File: config.mk
export PLATFORM = sky130hd
export DESIGN_NAME = pot_shift_accumulator
export DESIGN_NICKNAME = d
export VERILOG_FILES = /design/src/rtl/pot_pkg.sv /design/src/rtl/unsigned_pot_shift.sv /design/src/rtl/pot_shift_accumulator.sv
export SDC_FILE = /design/constraint.sdc
export NUM_CORES = 1
export LEC_CHECK = 0
export BUFFER_PORTS_ARGS = -buffer_cell sky130_fd_sc_hd__buf_4
export CAP_MARGIN = 20
export CORE_MARGIN = 4
export CORE_UTILIZATION = 30
export DETAILED_ROUTE_END_ITERATION = 8
export GPL_ROUTABILITY_DRIVEN = 0
export PLACE_DENSITY_LB_ADDON = 0.25
export REMOVE_ABC_BUFFERS = 1
export SETUP_SLACK_MARGIN = 0.3
export SLEW_MARGIN = 20
export SYNTH_ARGS = -nofsm -noshare
export SYNTH_HDL_FRONTEND = slang
export SYNTH_SLANG_ARGS = --single-unit
export TNS_END_PERCENT = 100
File: constraint.sdc
create_clock -name clk -period 7.51 [get_ports clk]
set_input_delay 0.751 -clock clk [delete_from_list [all_inputs] [get_ports clk]]
set_output_delay 0.751 -clock clk [all_outputs]
set_load 0.005 [all_outputs]
File: src/rtl/pot_pkg.sv
// Shared types and weight-field helpers for the power-of-two shift accumulator.
// Holds the FSM state enum and the widths derived from the sign+exponent weight format.
package pot_pkg;

  typedef enum logic [1:0] {
    IDLE  = 2'd0,
    ACCUM = 2'd1,
    DONE  = 2'd2
  } pot_state_e;

  // The weight MSB is the sign; every bit below it belongs to the exponent.
  function automatic int pot_sign_idx(input int weight_w);
    return weight_w - 1;
  endfunction

  function automatic int pot_exp_width(input int weight_w);
    return weight_w - 1;
  endfunction

  // Width of in * 2^exp with the largest exponent the field can encode.
  function automatic int pot_mag_width(input int in_w, input int exp_w);
    return in_w + (1 << exp_w) - 1;
  endfunction

endpackage

File: src/rtl/unsigned_pot_shift.sv
// Unsigned power-of-two product: in_i shifted left by exp_i.
// The output is wide enough to hold the largest exponent without loss.
module unsigned_pot_shift
  import pot_pkg::*;
#(
  parameter int IN_W  = 4,
  parameter int EXP_W = 3
) (
  input  logic [IN_W-1:0]                        in_i,
  input  logic [EXP_W-1:0]                       exp_i,
  output logic [pot_mag_width(IN_W, EXP_W)-1:0]  prod_o
);

  localparam int OUT_W = pot_mag_width(IN_W, EXP_W);

  assign prod_o = OUT_W'(in_i) << exp_i;

endmodule

File: src/rtl/pot_shift_accumulator.sv
// Dot product of unsigned activations with sign+exponent weights, one beat per accepted pair.
// Define POT_ACC_SATURATE_EN to clamp each addition; otherwise additions wrap in two's complement.
module pot_shift_accumulator
  import pot_pkg::*;
#(
  parameter int INPUT_BIT_WIDTH  = 4,
  parameter int WEIGHT_BIT_WIDTH = 4,
  parameter int ACC_BIT_WIDTH    = 16,
  parameter int NUM_TERMS        = 8
) (
  input  logic                             clk,
  input  logic                             rst_n,
  input  logic                             in_valid,
  output logic                             in_ready,
  input  logic [INPUT_BIT_WIDTH-1:0]       in,
  input  logic [WEIGHT_BIT_WIDTH-1:0]      weight,
  output logic                             out_valid,
  input  logic                             out_ready,
  output logic signed [ACC_BIT_WIDTH-1:0]  out
);

  localparam int EXP_W    = pot_exp_width(WEIGHT_BIT_WIDTH);
  localparam int SIGN_IDX = pot_sign_idx(WEIGHT_BIT_WIDTH);
  localparam int MAG_W    = pot_mag_width(INPUT_BIT_WIDTH, EXP_W);
  localparam int PROD_W   = MAG_W + 1;
  localparam int ACC_W    = ACC_BIT_WIDTH;
  localparam int CNT_W    = $clog2(NUM_TERMS + 1);
  localparam logic [CNT_W-1:0] LAST_CNT = CNT_W'(NUM_TERMS - 1);

  pot_state_e               state_q, state_d;
  logic signed [ACC_W-1:0]  acc_q, acc_d;
  logic [CNT_W-1:0]         cnt_q, cnt_d;
  logic                     ready_en_q;

  logic [MAG_W-1:0]         mag;
  logic signed [PROD_W-1:0] prod_full;
  logic signed [ACC_W-1:0]  prod_acc;
  logic signed [ACC_W-1:0]  acc_base;
  logic signed [ACC_W-1:0]  sum_acc;
  logic                     accept;

  unsigned_pot_shift #(
    .IN_W  (INPUT_BIT_WIDTH),
    .EXP_W (EXP_W)
  ) u_shift (
    .in_i   (in),
    .exp_i  (weight[EXP_W-1:0]),
    .prod_o (mag)
  );

  // Negating a zero magnitude yields zero, so a negative weight on in=0 adds nothing.
  assign prod_full = weight[SIGN_IDX] ? -$signed({1'b0, mag}) : $signed({1'b0, mag});

  generate
    if (PROD_W >= ACC_W) begin : g_prod_trunc
      assign prod_acc = prod_full[ACC_W-1:0];
    end else begin : g_prod_sext
      assign prod_acc = {{(ACC_W-PROD_W){prod_full[PROD_W-1]}}, prod_full};
    end
  endgenerate

  // The first beat of a dot product loads the product, so it adds onto zero.
  assign acc_base = (state_q == IDLE) ? '0 : acc_q;

`ifdef POT_ACC_SATURATE_EN
  logic signed [ACC_W:0] sum_wide;

  assign sum_wide = {acc_base[ACC_W-1], acc_base} + {prod_acc[ACC_W-1], prod_acc};

  always_comb begin
    sum_acc = sum_wide[ACC_W-1:0];
    if (sum_wide[ACC_W] != sum_wide[ACC_W-1]) begin
      sum_acc = sum_wide[ACC_W] ? {1'b1, {(ACC_W-1){1'b0}}} : {1'b0, {(ACC_W-1){1'b1}}};
    end
  end
`else
  assign sum_acc = acc_base + prod_acc;
`endif

  assign accept    = in_valid && in_ready;
  assign in_ready  = ready_en_q && (state_q != DONE);
  assign out_valid = (state_q == DONE);
  assign out       = acc_q;

  always_comb begin
    state_d = state_q;
    acc_d   = acc_q;
    cnt_d   = cnt_q;
    unique case (state_q)
      IDLE: begin
        if (accept) begin
          acc_d = sum_acc;
          cnt_d = CNT_W'(1);
          if (NUM_TERMS == 1) begin
            state_d = DONE;
          end else begin
            state_d = ACCUM;
          end
        end
      end
      ACCUM: begin
        if (accept) begin
          acc_d = sum_acc;
          cnt_d = cnt_q + CNT_W'(1);
          if (cnt_q == LAST_CNT) begin
            state_d = DONE;
          end
        end
      end
      DONE: begin
        if (out_ready) begin
          acc_d   = '0;
          cnt_d   = '0;
          state_d = IDLE;
        end
      end
      default: begin
        state_d = IDLE;
        acc_d   = '0;
        cnt_d   = '0;
      end
    endcase
  end

  always_ff @(posedge clk or negedge rst_n) begin
    if (!rst_n) begin
      state_q <= IDLE;
      acc_q   <= '0;
      cnt_q   <= '0;
    end else begin
      state_q <= state_d;
      acc_q   <= acc_d;
      cnt_q   <= cnt_d;
    end
  end

  // Holds in_ready low until the first edge after reset is released.
  always_ff @(posedge clk or negedge rst_n) begin
    if (!rst_n) begin
      ready_en_q <= 1'b0;
    end else begin
      ready_en_q <= 1'b1;
    end
  end

endmodule
* After elaboration in Yosys (flattened, before gate mapping) *
Cells that the tools add are included.

operators by class
  $add $sub $neg = 3
  reduce and logical (&&, ||, !) cells = 7
  equal/unequal tests = 9
  shift operators = 1
  multiplexer cells = 14

operator list
  cell                                                   number
  two-way mux 16 bit                                     3
  one-hot mux 16 bit (2 select lines)                    1
  adder 16 x 12 -> 16 bit                                1
  two-way mux 12 bit                                     1
  two-way mux 4 bit                                      3
  negator 11 -> 12 bit                                   1
  one-hot mux 4 bit (3 select lines)                     1
  left shift 4 x 3 -> 11 bit                             1
  two-way mux 2 bit                                      4
  inequality test 2 bit, second input constant           4
  one-hot mux 2 bit (3 select lines)                     1
  adder 4 x 1 -> 4 bit, second input constant            1
  equality test 4 x 3 -> 1 bit, second input constant    1
  inequality test 2 x 1 -> 1 bit, second input constant  2
  AND reduction 4 bit                                    1
  AND reduction 3 bit                                    1
  equality test 2 x 1 -> 1 bit, second input constant    1
  equality test 2 bit, second input constant             1
  logical AND 1 bit                                      2
  logical NOT 2 bit                                      1
  AND reduction 2 bit                                    1
  OR reduction 2 bit                                     1

word-level totals
  logic and storage cells = 38
  bits of input ports = 12
  flip-flop bits (word level) = 23

* Logic depth before layout (Yosys ltp) *
Gate-level depths: netlist of run 1.

  depth after elaboration = 6
  mapped depth = 16
  depth with buffers taken out = 15

* Hierarchy *
A second synthesis of run 1 with hierarchy kept.

second synthesis, totals
  cell total of the unflattened synthesis = 272
  area, all modules = 2207.1 µm²

modules (own cells, without submodules)
  module                 seq. area each (µm²)  instances  cells each  area an instance (µm²)
  pot_shift_accumulator  575.6                 1          242         1978.1
  unsigned_pot_shift     0.0                   1          30          229.0

* Least setup slack after synthesis of run 1 *
No wires, ideal clock.

  kind = input -> register
  start = in weight[1]
  end = reg acc_q[12] (netlist: out[12])
  buffers on the path = 2
  slack = 3632 ps
  data arrival time = 3756 ps
  data required time = 7388 ps
  stages on the path = 16
  setup time = 122 ps
  cells stage by stage = buf_2 -> clkbuf_1 -> or3_1 -> ha_1 -> o211a_1 -> nand2_1 -> o21ai_0 -> a32o_1 -> ha_1 -> nand2_1 -> a21oi_1 -> a211oi_2 -> a21oi_1 -> o21a_1 -> or3_1 -> a32o_1

between the ends
  longest elaborated chain between the ends = 6

ends and longest elaborated chain
  what                                     line                                                       RTL
  start, declared                          pot_shift_accumulator.sv:16                                input logic [WEIGHT_BIT_WIDTH-1:0] weight,
  left shift 4 x 3 -> 11 bit (*)           unsigned_pot_shift.sv:16                                   assign prod_o = OUT_W'(in_i) << exp_i;
  negator 11 -> 12 bit                     pot_shift_accumulator.sv:52                                assign prod_full = weight[SIGN_IDX] ? -$signed({1'b0, mag}) : $signed({1'b0, mag});
  two-way mux 12 bit (*)                   pot_shift_accumulator.sv:52
  adder 16 x 12 -> 16 bit (*)              pot_shift_accumulator.sv:77                                assign sum_acc = acc_base + prod_acc;
  two-way mux 16 bit (*)                   pot_shift_accumulator.sv:91, pot_shift_accumulator.sv:102
  one-hot mux 16 bit (2 select lines) (*)  pot_shift_accumulator.sv:89                                unique case (state_q)
  end signal, assigned                     pot_shift_accumulator.sv:128                               acc_q <= '0;
  end signal, assigned                     pot_shift_accumulator.sv:132                               acc_q <= acc_d;
  end, declared                            pot_shift_accumulator.sv:31                                logic signed [ACC_W-1:0] acc_q, acc_d;

Every way passes the cells marked *; elsewhere a longest branch is shown, timed or not. The select of a mux whose other input is x is not followed.
A chain may end at the register's enable or synchronous reset.

* Worst setup path after layout of run 1 *
  start = in weight[0]
  end = reg acc_q[12] (netlist: out[12])

The elaborated chain is that of the path after synthesis.

==> flow_metrics.py, run 1 <==
metrics = {
    "outcome": {
        "status": "finished clean",
    },
    "floorplan": {
        "die_y_um": 94.7,
        "pin_count": 30,
        "coreArea_mm2": 0.00729,
        "die-area_mm2": 0.00896,
        "initial_core_util_pct": 30.9,
        "die_x_um": 94.7,
        "num_rows": 31,
    },
    "setup_path": {
        "r2r_setup_slack_ps": 4320,
        "arrival_ps": 3930,
        "critPathLaunchType": "primary input",
        "reg2reg_depth": 12,
        "worstPathCellList": "buf_4 -> nand2b_1 -> or3_1 -> ha_1 -> o211a_1 -> nand2_1 -> o21ai_0 -> a32o_1 -> ha_1 -> nand2_1 -> a21oi_1 -> a211oi_2 -> a21oi_1 -> o21a_1 -> or3_1 -> a32o_1",
        "r2r-end": "out[12]",
        "crit_family": "compound AO/OA/AOI/OAI gates",
        "crit_type": "primary input to flip-flop",
        "worst-path-max-fanout": 12,
        "cp.buffers_inverters": 1,
        "crit_end": "out[12]",
        "cp_slowest_stage_delay_ps": 350,
        "path_depth": 16,
        "reg2reg_from": "state_q[1]",
        "cpMaxStageDelayCell": "or3_1",
        "end_kind": "flip-flop",
        "cp-startpoint": "weight[0]",
        "cp_data_required_time_ps": 7680,
    },
    "synthesis": {
        "synth-edff-count": 0,
        "synth.avg_cell_area_um2": 8.11,
        "synth_cell_types": 54,
        "netlist_area_mm2": 0.00225,
        "async_reset_ff_share_pct": 100,
        "seq_area_frac_synth_pct": 25.5,
        "yosys_warnings": 0,
        "syn_inst": 278,
        "synth_ff_type": "dfrtp_1",
        "ys_seq_elements": 23,
    },
    "global_route": {
        "grt_use_met1_pct": 18.2,
        "gr-usage-met3_pct": 1.75,
        "antenna_found_initial": 0,
        "grt_pass1_vias": 1919,
        "grt_pass1_wl_um": 8970,
        "gr-usage-all-layers_pct": 12.4,
        "grt_use_met2_pct": 18.9,
        "grt_max_degree": 24,
        "grt.busiest_layer": "met2",
        "grt_overflow": 0,
    },
    "cells_and_area": {
        "post-route-util_pct": 35.4,
        "multiInputGateArea_mm2": 0.00157,
        "nFillCells": 827,
        "antenna_cells": 0,
        "drive_gt1_share_pct": 16.0,
        "area.sequential_um2": 576,
        "synthToLayoutAreaGrowth_pct": 14.7,
        "final_nets": 331,
    },
    "clocking": {
        "cts_sinks": 23,
        "path_clk_slew_ps": 90,
        "cts_root_buffer": "clkbuf_8",
        "cts_setup_buffers": 0,
        "cts_tree": "yes",
        "clk_latency_ps": 270,
        "hold_buffers": 0,
        "htree_levels": 1,
        "clk_path_buf_depth": 2,
        "cts_inserted_buffers": 3,
        "ctsResizeCount": 0,
    },
    "placed_design": {
        "port_buffers": 29,
        "post-place-ws_ps": 3470,
        "dp_hpwl_um": 4020,
    },
    "power_and_ir_drop": {
        "max-vdd-ir-drop_v": 0.000149,
        "power.total_uw": 737,
        "power_leakage_uw": 0.00117,
        "pwr_density_cell_mw_per_mm2": 285,
    },
    "timing": {
        "fin_worst_skew_ps": 5.85,
        "holdWs_ps": 362,
        "worst_slack_ps": 3750,
        "hold_violations": 0,
        "max_freq_mhz": 266,
        "tns_ps": 0,
        "fin_crit_sh_pct": 50.1,
        "period_needed_ps": 3760,
        "rsz0062_at_grt": "false",
        "slew_viol_final": 0,
        "setup_viol": 0,
    },
    "route": {
        "postRouteAntennaNets": 0,
        "drcViolationCount": 0,
        "dr.pass1.iters": 4,
        "vias": 2019,
        "wire_per_inst_um": 13.4,
        "dr.first_iter.drc_count": 81,
        "via_per_inst": 5.06,
        "wirelength_um": 5350,
    },
    "flow_run": {
        "drv_cap": 0,
    },
    "worst_hold_path": {
        "hold_class": "primary input to asynchronous set/reset pin",
    },
}
==> sequential cells by signal (all words and copies together), names as in the netlist <==
register	count
out	16
cnt_q	4
state_q	2
ready_en_q	1
==> cell type report <==
cell class,instances,share of cell area [%]
clock inverters,1,0.290
flip-flops and latches,23,22.3
repair buffers,31,9.00
multi-input cells,233,60.7
well taps,99,4.79
inverters,9,1.31
clock buffers,3,1.60
==> placed cells by master (no fill, tap or decap), drive strengths merged, types with 7 or more instances in the layout <==
cell / instances
nand2: 42
buf: 31
dfrtp: 23
o21ai: 22
a21oi: 21
nor2b: 19
ha: 17
nor2: 12
inv: 9
a211oi: 9
xnor2: 8
xor2: 7
==> metrics by stage <==
| step | std cells | cell area [um^2] |
|---|---|---|
| after global placement | 395 | 2540 |
| after CTS | 399 | 2580 |
| after global routing | 399 | 2580 |
| final | 399 | 2580 |
| after detailed placement | 395 | 2540 |
| after floorplan | 265 | 2180 |
==> synth_stat cells, types with 2 or more instances <==
library cell	count	share of area, %
or2_2	2	0.56
o21a_1	5	1.7
buf_6	3	1.5
or3_1	4	1.1
a32o_1	3	1.3
mux2i_1	3	1.3
nand2_1	42	7.0
mux2_2	3	1.5
xnor2_1	8	3.1
dfrtp_1	23	26
nand2b_1	6	1.7
a21oi_1	20	4.4
o41ai_1	2	0.78
nand3b_1	3	1.0
nor2_1	12	2.0
o31ai_1	3	1.0
nor2b_1	19	5.3
a31oi_1	4	1.1
xor2_1	7	2.7
o22ai_1	3	0.83
o21bai_1	4	1.3
and2_1	2	0.56
clkbuf_1	7	1.2
o21ai_0	22	4.9
nor3_1	2	0.44
a211oi_1	6	2.0
a21o_1	3	1.0
inv_1	9	1.5
a211oi_2	3	1.7
ha_1	17	9.4
buf_2	2	0.44
nand3_1	4	0.89
==> routing by layer <==
layer / wire [um] / share of wire (%)
met1: 2780 / 52
met2: 2290 / 43
met3: 217 / 4.1
met4: 65 / 1.2
met5: 0 / 0
==> cells by family (layout without fill, tap and decap cells) <==
kind of cell	count (synthesis)	count (layout)	share of synthesized area, %
buffers and inverters	22	44	4.77
other	1	1	0.166
DFF	23	23	25.5
muxes	6	6	2.83
xor gates and xnor gates	16	16	6.83
adders and majority gates	18	18	10.3
AOI/OAI and AO/OA	88	88	26.3
and+or+nand+nor	104	104	23.3
==> how the worst min path moves through the flow <==
stage / startpoint / to / depth (start not counted)
after floorplan: rst_n / cnt_q[0] / 0
final: rst_n / cnt_q[3] / 1
after global routing: rst_n / cnt_q[3] / 1
after CTS: rst_n / cnt_q[0] / 1
after global placement: out[11] / out[11] / 2
after detailed placement: out[0] / out[0] / 2
==> power by group <==
part | internal (uW) | leakage [uW] | total (uW) | switching (uW)
Clock | 37.7 | 0.0000217 | 83.4 | 45.8
Combinational | 225 | 0.000875 | 445 | 221
Sequential | 171 | 0.000278 | 208 | 36.8
Power figures use the tool's default switching activity.
==> run 2, diff against run 1 <==
clock period = 3.3 ns   (was 7.51 ns; I/O delays follow)
==> run 2 against run 1 <==
Clock power grew 120%. Non-clock buffer count grew 50. Largest power group unchanged. Setup slack lost 3500 ps. First-iteration DRC count shrank 6.2%. Critical path depth is the same. Critical path type unchanged. Total power grew to 3.0 times the previous value.
==> flow_metrics.py, run 2 (synthesis results as in run 1) <==
metrics = {
    "worst_hold_path": {
        "hold_end": "state_q[0]",
        "hold_depth": 3,
        "hold_class": "primary input to flip-flop",
        "min_from": "in_valid",
    },
    "route": {
        "drcViolationCount": 0,
        "dr.pass1.iters": 4,
        "vias": 2204,
        "wirelength_um": 6220,
        "dr.first_iter.drc_count": 76,
        "postRouteAntennaNets": 0,
        "via_per_inst": 4.91,
        "wire_per_inst_um": 13.8,
    },
    "placed_design": {
        "dp_hpwl_um": 4380,
        "port_buffers": 29,
        "placed_cells": 435,
        "post-place-ws_ps": -207,
    },
    "clocking": {
        "htree_levels": 1,
        "cts_sinks": 23,
        "cts_tree": "yes",
        "cts_root_buffer": "clkbuf_8",
        "clk_latency_ps": 270,
        "clk_path_buf_depth": 2,
        "cts_inserted_buffers": 3,
        "path_clk_slew_ps": 90,
    },
    "setup_path": {
        "r2r_setup_slack_ps": 480,
        "cp-startpoint": "weight[0]",
        "end_kind": "flip-flop",
        "reg2reg_from": "state_q[0]",
        "reg2reg_depth": 11,
        "cp_data_required_time_ps": 3490,
        "arrival_ps": 3190,
        "critPathLaunchType": "primary input",
        "crit_type": "primary input to flip-flop",
        "r2r-end": "out[15]",
        "worst-path-max-fanout": 7,
    },
    "cells_and_area": {
        "synthToLayoutAreaGrowth_pct": 48.1,
        "stdcell_count": 449,
        "antenna_cells": 0,
        "nFillCells": 781,
        "final_nets": 381,
        "drive_gt1_share_pct": 42.6,
        "final_common_cell": "buf_4",
        "largest_register_ffs": 16,
        "final_cell_mix": "buf_4 (77), nand2_1 (38), dfrtp_1 (23), nor2b_1 (18), o21ai_0 (14)",
    },
    "global_route": {
        "grt_pass1_wl_um": 10000,
        "grt_overflow": 0,
        "grt_max_degree": 24,
        "gr-usage-all-layers_pct": 13.7,
        "grt_pass1_vias": 2191,
        "antenna_found_initial": 0,
    },
    "power_and_ir_drop": {
        "power_leakage_uw": 0.00150,
        "switching_share_pct": 40.5,
        "max-vdd-ir-drop_v": 0.000500,
        "pwr_density_cell_mw_per_mm2": 651,
        "clkPwrFrac_pct": 8.6,
        "pwr-share-seq_pct": 21.8,
        "power.total_uw": 2170,
        "p_sw_uw": 880,
        "p_int_uw": 1290,
        "combPwrFrac_pct": 69.6,
    },
    "floorplan": {
        "coreArea_mm2": 0.00729,
        "pin_count": 30,
        "die-area_mm2": 0.00896,
        "die_x_um": 94.7,
        "num_rows": 31,
        "die_y_um": 94.7,
        "initial_core_util_pct": 30.9,
    },
    "timing": {
        "hold_violations": 0,
        "rsz0062_at_grt": "true",
        "setup_viol": 0,
        "fin_worst_skew_ps": 3.56,
        "period_needed_ps": 3010,
        "worst_slack_ps": 295,
        "fin_crit_sh_pct": 91.1,
        "slew_viol_final": 0,
        "max_freq_mhz": 333,
    },
    "flow_run": {
        "drv_cap": 0,
    },
    "outcome": {
        "status": "finished clean",
    },
}
-- run 2: changes by cell type in the layout (fill, tap and decap cells not counted), sizes merged --
cell | previous run | this run
buf | 31 | 80
dlygate4sd3 | 0 | 1
-- run 2: worst max-delay path by stage --
stage | end | depth (start not counted)
4_1_cts | out[15] | 16
3_5_place_dp | out[12] | 16
2_1_floorplan | out[12] | 15
3_3_place_gp | out[12] | 17
5_1_grt | out[15] | 15
6_report | out[15] | 16
-- run 2: final cells by class --
class                           instances  area (um^2)  share of cell area [%]
Clock buffer                            3         41.3                    1.24
Clock inverter                          1         7.51                   0.225
Inverter                                9         36.3                    1.09
Multi-Input combinational cell        233         1930                    57.8
Sequential cell                        23          576                    17.2
Tap cell                               99          124                    3.71
Timing Repair Buffer                   81          626                    18.7
-- run 2: per-stage QoR --
stage,hold slack (ps),utilization (%),instance area [um^2],TNS [ps]
finish,441,45.8,3340,0
global placement,250,38.9,2840,-283
floorplan,34.4,-,2180,0
detailed placement,252,38.9,2840,-587
global route,460,45.8,3340,0
CTS,428,42.5,3100,0
-- run 2: layer usage --
layer / part of all wire [%] / wire [um] / vias up / GRT usage, %
met4: 0.42 / 26 / 0 / 2.64
met2: 49 / 3020 / 27 / 23.4
li1: - / - / 1136 / -
met1: 48 / 3000 / 1039 / 18.6
met5: 0 / 0 / - / 0
met3: 2.8 / 177 / 2 / 1.43
-- run 2: critical path: stages --
cell and delay [ps]:
buf_8 110, mux2i_2 150, mux2_4 290, nor2b_4 130, o211a_4 260, buf_4 130
buf_4 140, a31oi_4 130, o22ai_2 90, a32o_2 270, ha_4 240, inv_4 70
o221ai_4 140, a211oi_4 280, xnor3_1 250, o221ai_1 190
-- run 2: timing repair --
item | 4_1_cts | 5_1_grt
hold buffers | 1 | 0
setup buffers | 6 | 3
setup endpoints to repair | 5 | 7
pin swaps | 21 | 30
gates resized for setup | 35 | 44
endpoints found under the hold margin | 23 | 0
-- run 2: power by group through the flow --
stage	clock network (uW)	registers [uW]	logic, uW
after global placement	0	479	1170
after global routing	203	491	1670
final	187	474	1510
after floorplan	0	470	712
after detailed placement	0	481	1170
after CTS	194	476	1300
==> run 3, diff against run 2 <==
CTS_BUF_LIST = sky130_fd_sc_hd__clkbuf_16   (was default)
==> run 3 against run 2 <==
Register-to-register slack got worse by 20 ps. First-iteration DRC count is 11% lower. Wire length rose by 0.63%. Via count rose by 0.50%. Fmax decreased by 0.83%. Clock power rose by 48%. Combinational power barely moved. Sequential power about the same. Total power rose by 4.2%. Cell area grew 0.97%. Critical path type unchanged. Critical endpoint unchanged. Largest power group unchanged. Highest routed layer unchanged.
==> flow_metrics.py, run 3 (synthesis results as in run 1) <==
metrics = {
    "timing": {
        "setup_viol": 0,
        "slew_viol_final": 0,
        "hold_violations": 0,
        "period_needed_ps": 3030,
        "max_freq_mhz": 330,
        "fin_worst_skew_ps": 2.34,
        "rsz0062_at_grt": "true",
        "tns_ps": 0,
        "fin_crit_sh_pct": 91.8,
    },
    "floorplan": {
        "die_x_um": 94.7,
        "pin_count": 30,
        "die_y_um": 94.7,
        "initial_core_util_pct": 30.9,
        "num_rows": 31,
        "coreArea_mm2": 0.00729,
        "die-area_mm2": 0.00896,
    },
    "setup_path": {
        "end_kind": "flip-flop",
        "cp.buffers_inverters": 4,
        "crit_top_cell": "buf_4",
        "worst-path-max-fanout": 7,
        "crit_type": "primary input to flip-flop",
        "arrival_ps": 3210,
        "crit_family": "compound AO/OA/AOI/OAI gates",
        "cpMaxStageDelayCell": "mux2_4",
        "cp_data_required_time_ps": 3480,
        "worstPathCellList": "buf_8 -> mux2i_2 -> mux2_4 -> nor2b_4 -> o211a_4 -> buf_4 -> buf_4 -> a31oi_4 -> o22ai_2 -> a32o_2 -> ha_4 -> inv_4 -> o221ai_4 -> a211oi_4 -> xnor3_1 -> o221ai_1",
        "critPathLaunchType": "primary input",
        "cp_slowest_stage_delay_ps": 290,
    },
    "clocking": {
        "cts_tree": "yes",
        "clk_latency_ps": 260,
        "htree_levels": 1,
        "clk_path_buf_depth": 2,
        "cts_sinks": 23,
        "cts_root_buffer": "clkbuf_16",
        "cts_inserted_buffers": 3,
        "path_clk_slew_ps": 70,
    },
    "cells_and_area": {
        "fin_area_mm2": 0.00337,
        "area.sequential_um2": 576,
        "largest_register_ffs": 16,
        "nFillCells": 770,
        "post-route-util_pct": 46.2,
        "drive_gt1_share_pct": 42.6,
        "multiInputGateArea_mm2": 0.00193,
        "final_cell_mix": "buf_4 (77), nand2_1 (38), dfrtp_1 (23), nor2b_1 (18), o21ai_0 (15)",
        "final_nets": 381,
        "final_common_cell": "buf_4",
        "synthToLayoutAreaGrowth_pct": 49.6,
        "antenna_cells": 0,
    },
    "placed_design": {
        "place_area_mm2": 0.00284,
        "port_buffers": 29,
        "dp_hpwl_um": 4380,
    },
    "power_and_ir_drop": {
        "pwr_density_cell_mw_per_mm2": 672,
        "max-vdd-ir-drop_v": 0.000423,
        "switching_share_pct": 39.3,
        "combPwrFrac_pct": 66.9,
        "power_leakage_uw": 0.00151,
        "clkPwrFrac_pct": 12.2,
        "p_sw_uw": 890,
        "p_int_uw": 1380,
        "pwr-share-seq_pct": 20.9,
    },
    "global_route": {
        "grt_overflow": 0,
        "grt_max_degree": 24,
        "grt_pass1_vias": 2188,
        "antenna_found_initial": 0,
        "grt_pass1_wl_um": 9960,
        "gr-usage-all-layers_pct": 13.7,
    },
    "route": {
        "postRouteAntennaNets": 0,
        "dr.pass1.iters": 4,
        "drcViolationCount": 0,
        "vias": 2215,
        "wirelength_um": 6250,
        "via_per_inst": 4.93,
        "dr.first_iter.drc_count": 68,
        "wire_per_inst_um": 13.9,
    },
    "worst_hold_path": {
        "hold_class": "primary input to flip-flop",
    },
    "flow_run": {
        "drv_cap": 0,
    },
    "outcome": {
        "status": "finished clean",
    },
}
-- run 3: cell types whose count changed in the layout (fill, tap and decap cells not counted) --
| cell | change |
|---|---|
| a21oi_1 | -1 |
| a21oi_2 | +1 |
| a22oi_1 | +1 |
| a22oi_2 | -1 |
| clkbuf_16 | +3 |
| clkbuf_8 | -3 |
| o21ai_0 | +1 |
| o21ai_1 | -1 |
-- run 3: area by class of cell --
type / instances / area share [%]
clock buffers: 3 / 2.23
inverters: 9 / 1.08
flip-flops and latches: 23 / 17.1
well taps: 99 / 3.67
multi-input cells: 233 / 57.2
repair buffers: 81 / 18.6
clock inverters: 1 / 0.223
-- run 3: routing by layer --
metal / vias up / part of all wire (%) / global-route usage, % / wire length (um)
li1: 1136 / - / - / -
met1: 1052 / 48 / 18.6 / 3030
met2: 23 / 48 / 23.2 / 3020
met3: 4 / 2.4 / 1.43 / 152
met4: 0 / 0.83 / 3.37 / 52
met5: - / 0 / 0 / 0
-- run 3: what timing repair did --
action                                  4_1_cts  5_1_grt
endpoints found under the setup margin        5        7
setup buffers                                 6        3
hold buffers                                  1        0
resized for setup                            34       44
endpoints found under the hold margin        23        0
pin swaps                                    21       29
-- run 3: metrics by stage --
step / setup slack (ps) / total power, uW / std cells / hold slack [ps]
global placement: -136 / 1650 / 435 / 250
detailed placement: -207 / 1650 / 435 / 252
finish: 270 / 2270 / 449 / 452
global route: 162 / 2460 / 449 / 480
floorplan: 99.7 / 1180 / 265 / 34.4
CTS: 166 / 2050 / 446 / 448
-- run 3: path summary, 6_finish.rpt --
path | slack [ps] | cells after the start | start | end
max reg2reg | 460 | 11 | state_q[0] | out[15]
max | 270 | 16 | weight[0] | out[15]
min | 450 | 3 | in_valid | state_q[0]
min reg2reg | 500 | 2 | out[0] | out[0]
max in group asynchronous | 2570 | 2 | rst_n | out[0]
min in group asynchronous | 500 | 2 | rst_n | out[13]
-- run 3: power groups by stage --
stage	registers (uW)	clock network [uW]	logic, uW
finish	474	277	1510
global route	492	294	1680
CTS	477	282	1290
detailed placement	481	0	1170
global placement	479	0	1170
floorplan	470	0	712
-- run 3: worst min-delay path, cell delays in order --
cell and delay, ps:
buf_4 110, nand2_1 140, a211oi_1 90
